File: src/rtl/lc3b_types.sv
// Shared LC-3b datapath types plus the state set and beat count
// used by the cache-to-narrow-bus burst adapter.
package lc3b_types;

    typedef logic [15:0]  lc3b_word;
    typedef logic [127:0] lc3b_line;

    localparam int PMEM_BEATS = 8;

    typedef enum logic [1:0] {
        IDLE,
        RD_BURST,
        WR_BURST,
        DONE
    } pmem_burst_state_t;

endpackage

File: src/rtl/pmem_burst_adapter_line_assembler.sv
// Line staging for the burst adapter: assembles fill beats into a registered
// line and serves writeback beats from a copy latched when the write is accepted.
module line_assembler
    import lc3b_types::*;
(
    input  logic        clk,
    input  logic        reset_n,
    input  logic        load,
    input  lc3b_line    line_in,
    input  logic        slot_we,
    input  logic [2:0]  beat,
    input  lc3b_word    slot_data,
    output lc3b_line    rd_line,
    output lc3b_word    wr_slot
);

    lc3b_line wr_line_reg;
    lc3b_word wr_words [PMEM_BEATS];

    always_ff @(posedge clk) begin
        if (!reset_n) begin
            wr_line_reg <= '0;
        end else if (load) begin
            wr_line_reg <= line_in;
        end
    end

    // Each fill slot is its own register so a beat only touches its 16 bits.
    generate
        for (genvar gi = 0; gi < PMEM_BEATS; gi++) begin : g_slot
            lc3b_word slot_reg;

            always_ff @(posedge clk) begin
                if (!reset_n) begin
                    slot_reg <= '0;
                end else if (slot_we && (beat == 3'(gi))) begin
                    slot_reg <= slot_data;
                end
            end

            assign rd_line[gi*16 +: 16] = slot_reg;
            assign wr_words[gi]         = wr_line_reg[gi*16 +: 16];
        end
    endgenerate

    assign wr_slot = wr_words[beat];

endmodule

File: src/rtl/pmem_burst_adapter.sv
// Converts whole-line cache requests into 8-beat bursts of 16-bit words on a
// narrow memory bus and returns a one-cycle pmem_resp when the burst ends.
module pmem_burst_adapter
    import lc3b_types::*;
(
    input  logic        clk,
    input  logic        reset_n,
    input  logic        pmem_read,
    input  logic        pmem_write,
    input  logic [15:0] pmem_address,
    input  lc3b_line    pmem_wdata,
    output lc3b_line    pmem_rdata,
    output logic        pmem_resp,
    output logic        mem_read,
    output logic        mem_write,
    output logic [15:0] mem_address,
    output lc3b_word    mem_wdata,
    input  lc3b_word    mem_rdata,
    input  logic        mem_resp
);

    pmem_burst_state_t state_reg, state_next;
    logic [2:0]        beat_reg, beat_next;
    logic [11:0]       line_reg, line_next;
    logic              load_line;
    logic              slot_we;
    lc3b_word          wr_slot;
    logic              unused_offset;

    assign unused_offset = ^pmem_address[3:0];

    always_ff @(posedge clk) begin
        if (!reset_n) begin
            state_reg <= IDLE;
            beat_reg  <= '0;
            line_reg  <= '0;
        end else begin
            state_reg <= state_next;
            beat_reg  <= beat_next;
            line_reg  <= line_next;
        end
    end

    always_comb begin
        state_next = state_reg;
        beat_next  = beat_reg;
        line_next  = line_reg;
        load_line  = 1'b0;
        slot_we    = 1'b0;
        pmem_resp  = 1'b0;
        mem_read   = 1'b0;
        mem_write  = 1'b0;
        unique case (state_reg)
            IDLE: begin
                // Writeback goes first so a victim line leaves before its fill arrives.
                if (pmem_write) begin
                    line_next  = pmem_address[15:4];
                    beat_next  = '0;
                    load_line  = 1'b1;
                    state_next = WR_BURST;
                end else if (pmem_read) begin
                    line_next  = pmem_address[15:4];
                    beat_next  = '0;
                    state_next = RD_BURST;
                end
            end
            RD_BURST: begin
                mem_read = 1'b1;
                if (mem_resp) begin
                    slot_we   = 1'b1;
                    beat_next = beat_reg + 3'd1;
                    if (beat_reg == 3'd7) begin
                        state_next = DONE;
                    end
                end
            end
            WR_BURST: begin
                mem_write = 1'b1;
                if (mem_resp) begin
                    beat_next = beat_reg + 3'd1;
                    if (beat_reg == 3'd7) begin
                        state_next = DONE;
                    end
                end
            end
            DONE: begin
                pmem_resp  = 1'b1;
                state_next = IDLE;
            end
            default: state_next = IDLE;
        endcase
    end

    assign mem_address = (mem_read || mem_write) ? {line_reg, beat_reg, 1'b0} : 16'h0000;
    assign mem_wdata   = mem_write ? wr_slot : 16'h0000;

    line_assembler u_line (
        .clk       (clk),
        .reset_n   (reset_n),
        .load      (load_line),
        .line_in   (pmem_wdata),
        .slot_we   (slot_we),
        .beat      (beat_reg),
        .slot_data (mem_rdata),
        .rd_line   (pmem_rdata),
        .wr_slot   (wr_slot)
    );

endmodule

File: config.mk
export PLATFORM = sky130hd
export DESIGN_NAME = pmem_burst_adapter
export DESIGN_NICKNAME = d
export VERILOG_FILES = /design/src/rtl/lc3b_types.sv /design/src/rtl/pmem_burst_adapter_line_assembler.sv /design/src/rtl/pmem_burst_adapter.sv
export SDC_FILE = /design/constraint.sdc
export NUM_CORES = 1
export LEC_CHECK = 0
export CAP_MARGIN = 20
export CORE_MARGIN = 4
export CORE_UTILIZATION = 44
export CTS_CLUSTER_DIAMETER = 120
export DETAILED_ROUTE_END_ITERATION = 12
export PLACE_DENSITY = 0.84
export SETUP_SLACK_MARGIN = 0.02
export SLEW_MARGIN = 20
export SYNTH_ARGS = -nofsm -noshare
export SYNTH_HDL_FRONTEND = slang
export SYNTH_HIERARCHICAL = 1
export SYNTH_SLANG_ARGS = --single-unit
File: constraint.sdc
create_clock -name clk -period 2.3 [get_ports clk]
set_input_delay 0.46 -clock clk [delete_from_list [all_inputs] [get_ports clk]]
set_output_delay 0.46 -clock clk [all_outputs]
set_load 0.005 [all_outputs]
==> flow_summary.yaml <==
outcome:
  status: "finished, violations left"
  violations: "setup timing"
floorplanning:
  ioPinCount: 328
  die_y_microns: 172
  initial_utilization: 0.451
  rows: 59
  core-area_sq_um: 26400
  die_width_microns: 172
  die_area_sq_um: 29700
drt:
  drc_errors: 0
  wirelength_mm: 35.4
  drtIter0Drc: 645
  routed-wl-met2_mm: 17.6
  met1_length_mm: 13.1
  wl_per_cell_microns: 19.2
  drt-pass1-iter-count: 5
  ant_nets: 0
  wl_met3_mm: 3.30
  vias: 9632
  routed.top_layer: "met5"
  routed_via_density: 5.22
global_routing:
  antenna_found_initial: 3
  grt_pass1_vias: 9740
  grt_util_all_layers: 0.227
  grt_first_pass_wirelength_mm: 53.4
  grt.overflow.total: 0
  grt_start_max_net_pins: 104
setup_path:
  ff2ff_path_depth: 6
  cp_slowest_cell: "mux4_2"
  crit_path_start_kind: "flip-flop"
  cp_cell_sequence: "buf_12 -> buf_8 -> mux4_2 -> mux2_4 -> and2_4 -> buf_6"
  worstPathMaxFanout: 5
  worstReg2RegStart: "beat_reg[0]"
  worstSetupPathType: "reg2out"
  ff2ff_setup_slack_ns: 0.19
  cp-end-kind: "output port"
  cp.arrival_ns: 2.32
  rr_endpoint: "u_line/g_slot[0].slot_reg[12]"
  cpPeakStageDelay_ns: 0.53
  required_ns: 1.84
timing:
  slew_viol_final: 0
  fin_crit_ns: 2.78
  setup_viol: 16
  finalHoldViolations: 0
  slew-limit-headroom: 0.636
  tightest_slew_ns: 0.545
  fmax_mhz: 359
  rsz0062_at_grt: "true"
  fin_ws_ns: -0.482
  hold_ws_ns: 0.294
  finClkSkew_ns: 0.00757
  period_share: 1.21
final_layout:
  fin_cells: 1845
  drive_gt1_frac: 0.136
  area_growth_pct: 39.5
  utilization: 0.629
  finalNetCount: 1663
  fillers: 2007
yosys:
  yosysSeqAreaShare: 0.460
  synth_cell_types: 40
  synth_area_leaders: "dfxtp_1 (46%), mux2i_1 (11%), nand2_1 (9.0%), nor2b_1 (6.8%), a21boi_0 (6.8%)"
  synth-warning-count: 6
  synth-seq-cells: 273
  synth_top_area_cell: "dfxtp_1"
  async_flop_share: 0
  syn_area_sq_um: 11900
  synth_enable_flop_cells: 0
  synthesis.nets: 1362
  postSynthAreaPerCell_sq_um: 10.0
  yosys.area.top_type_share: 0.460
  synthFlopType: "dfxtp_1"
  synth_cells: 1188
power_and_ir_drop:
  cellLeakagePower_nw: 6.06
  p_total_mw: 14.4
  p_per_area_nw_per_um2: 871
  ir_drop_uv: 638
flow_run:
  cap_violations: 0
cts:
  cts_num_sinks: 273
  clkSlewWorstSetupHoldPaths_ns: 0.06
  cts_buffer_depth: 3
  clock_latency_ns: 0.53
  clock-root-buffer: "clkbuf_16"
  htree_levels: 1
  cts_tree: "done"
  numCtsBuffers: 28
worst_hold_path:
  worstHoldStart: "reset_n"
  hold_path_end: "state_reg[1]"
  hold_depth: 2
  hp-class: "in2reg"
place:
  place_congestion: 0.848
  dp_hpwl_mm: 25.2
  place_inst: 1782
  portBuffers: 322
  post-place-ws_ns: -0.250
-- cell type report --
| class | instances | area (sq um) | share of cell area |
|---|---|---|---|
| diodes | 1 | 2.50 | 0.000151 |
| clock buffers | 45 | 856 | 0.0516 |
| clock inverters | 5 | 75.1 | 0.00453 |
| inverters | 3 | 13.8 | 0.000830 |
| multi-input cells | 805 | 5880 | 0.354 |
| flip-flops and latches | 273 | 5470 | 0.330 |
| well taps | 335 | 419 | 0.0253 |
| repair buffers | 378 | 3870 | 0.233 |
-- layout by cell type (no fill, tap or decap), types with 4 or more instances in the layout --
master and count:
clkdlybuf4s50_1 290, nand2_1 284, dfxtp_1 269, mux2i_1 131, nor2b_1 129, a21boi_0 107
a21boi_1 34, mux4_2 31, clkbuf_16 29, buf_4 29, buf_6 24, and2_4 17
buf_12 17, and2_1 16, mux2_4 16, clkbuf_1 9, ha_1 8, clkbuf_2 8
clkbuf_8 7, dlygate4sd2_1 4
-- metal layers --
metal / global-route usage / vias to the layer above
met4: 0.0827 / 6
met2: 0.402 / 408
met5: 0 / -
met1: 0.258 / 4586
met3: 0.0695 / 83
li1: - / 4549
-- power breakdown --
part / internal, mW / total [mW] / switching (mW)
clock network: 2.75 / 4.57 / 1.82
logic: 2.39 / 4.34 / 1.95
registers: 5.22 / 5.53 / 0.315
-- cell usage after synthesis (3+ instances only) --
cell type / number
buf_6: 3
buf_2: 34
and2_1: 32
buf_4: 13
nand4bb_1: 3
a21boi_1: 34
nor2b_1: 129
ha_1: 9
dfxtp_1: 273
nand4b_1: 3
clkbuf_2: 6
mux2i_1: 131
clkbuf_1: 48
nand2_1: 284
mux2_2: 16
mux4_1: 25
a21boi_0: 107
and4b_1: 3
mux4_2: 7
inv_1: 3
-- worst max-delay path by stage --
stage | depth (start not counted) | slack, ns | end | start
after global routing | 6 | -0.52 | mem_wdata[2] | beat_reg[0]
after CTS | 6 | -0.49 | mem_wdata[3] | beat_reg[0]
after floorplan | 6 | 0.10 | mem_wdata[12] | beat_reg[0]
after global placement | 5 | -0.26 | mem_wdata[14] | beat_reg[0]
final | 6 | -0.48 | mem_wdata[14] | beat_reg[0]
after detailed placement | 5 | -0.25 | mem_wdata[9] | beat_reg[0]
-- stage by stage --
step / setup TNS, ns / area [sq um]
2_1_floorplan: 0 / 11900
5_1_grt: -7.07 / 16600
3_5_place_dp: -3.37 / 15500
4_1_cts: -7.08 / 16700
6_report: -6.36 / 16600
3_3_place_gp: -3.10 / 15500
-- logic make-up (layout without fill, tap and decap cells) --
family / after synthesis / after routing / synth area share
adder cells (fa/ha/maj): 9 / 9 / 0.00947
multiplexers: 179 / 179 / 0.194
AND/OR/NAND/NOR: 467 / 467 / 0.194
flip-flops: 273 / 273 / 0.460
other: 1 / 2 / 0.000315
AO/OA/AOI/OAI: 149 / 149 / 0.0942
buffers and inverters: 110 / 431 / 0.0486
-- worst max-delay path: cells and delay by family, from the launching register on --
kind / cells / cell delay (ns)
and+or+nand+nor: 1 / 0.16
DFF: 1 / 0.44
muxes: 2 / 0.82
buffers and inverters: 3 / 0.36
-- repair_timing --
action	4_1_cts	5_1_grt
pin swaps	0	0
setup buffers	11	2
hold buffers	0	0
gates cloned	2	0
gates resized for setup	180	22
setup endpoints to repair	31	26
(Power assumes the default switching activity.)
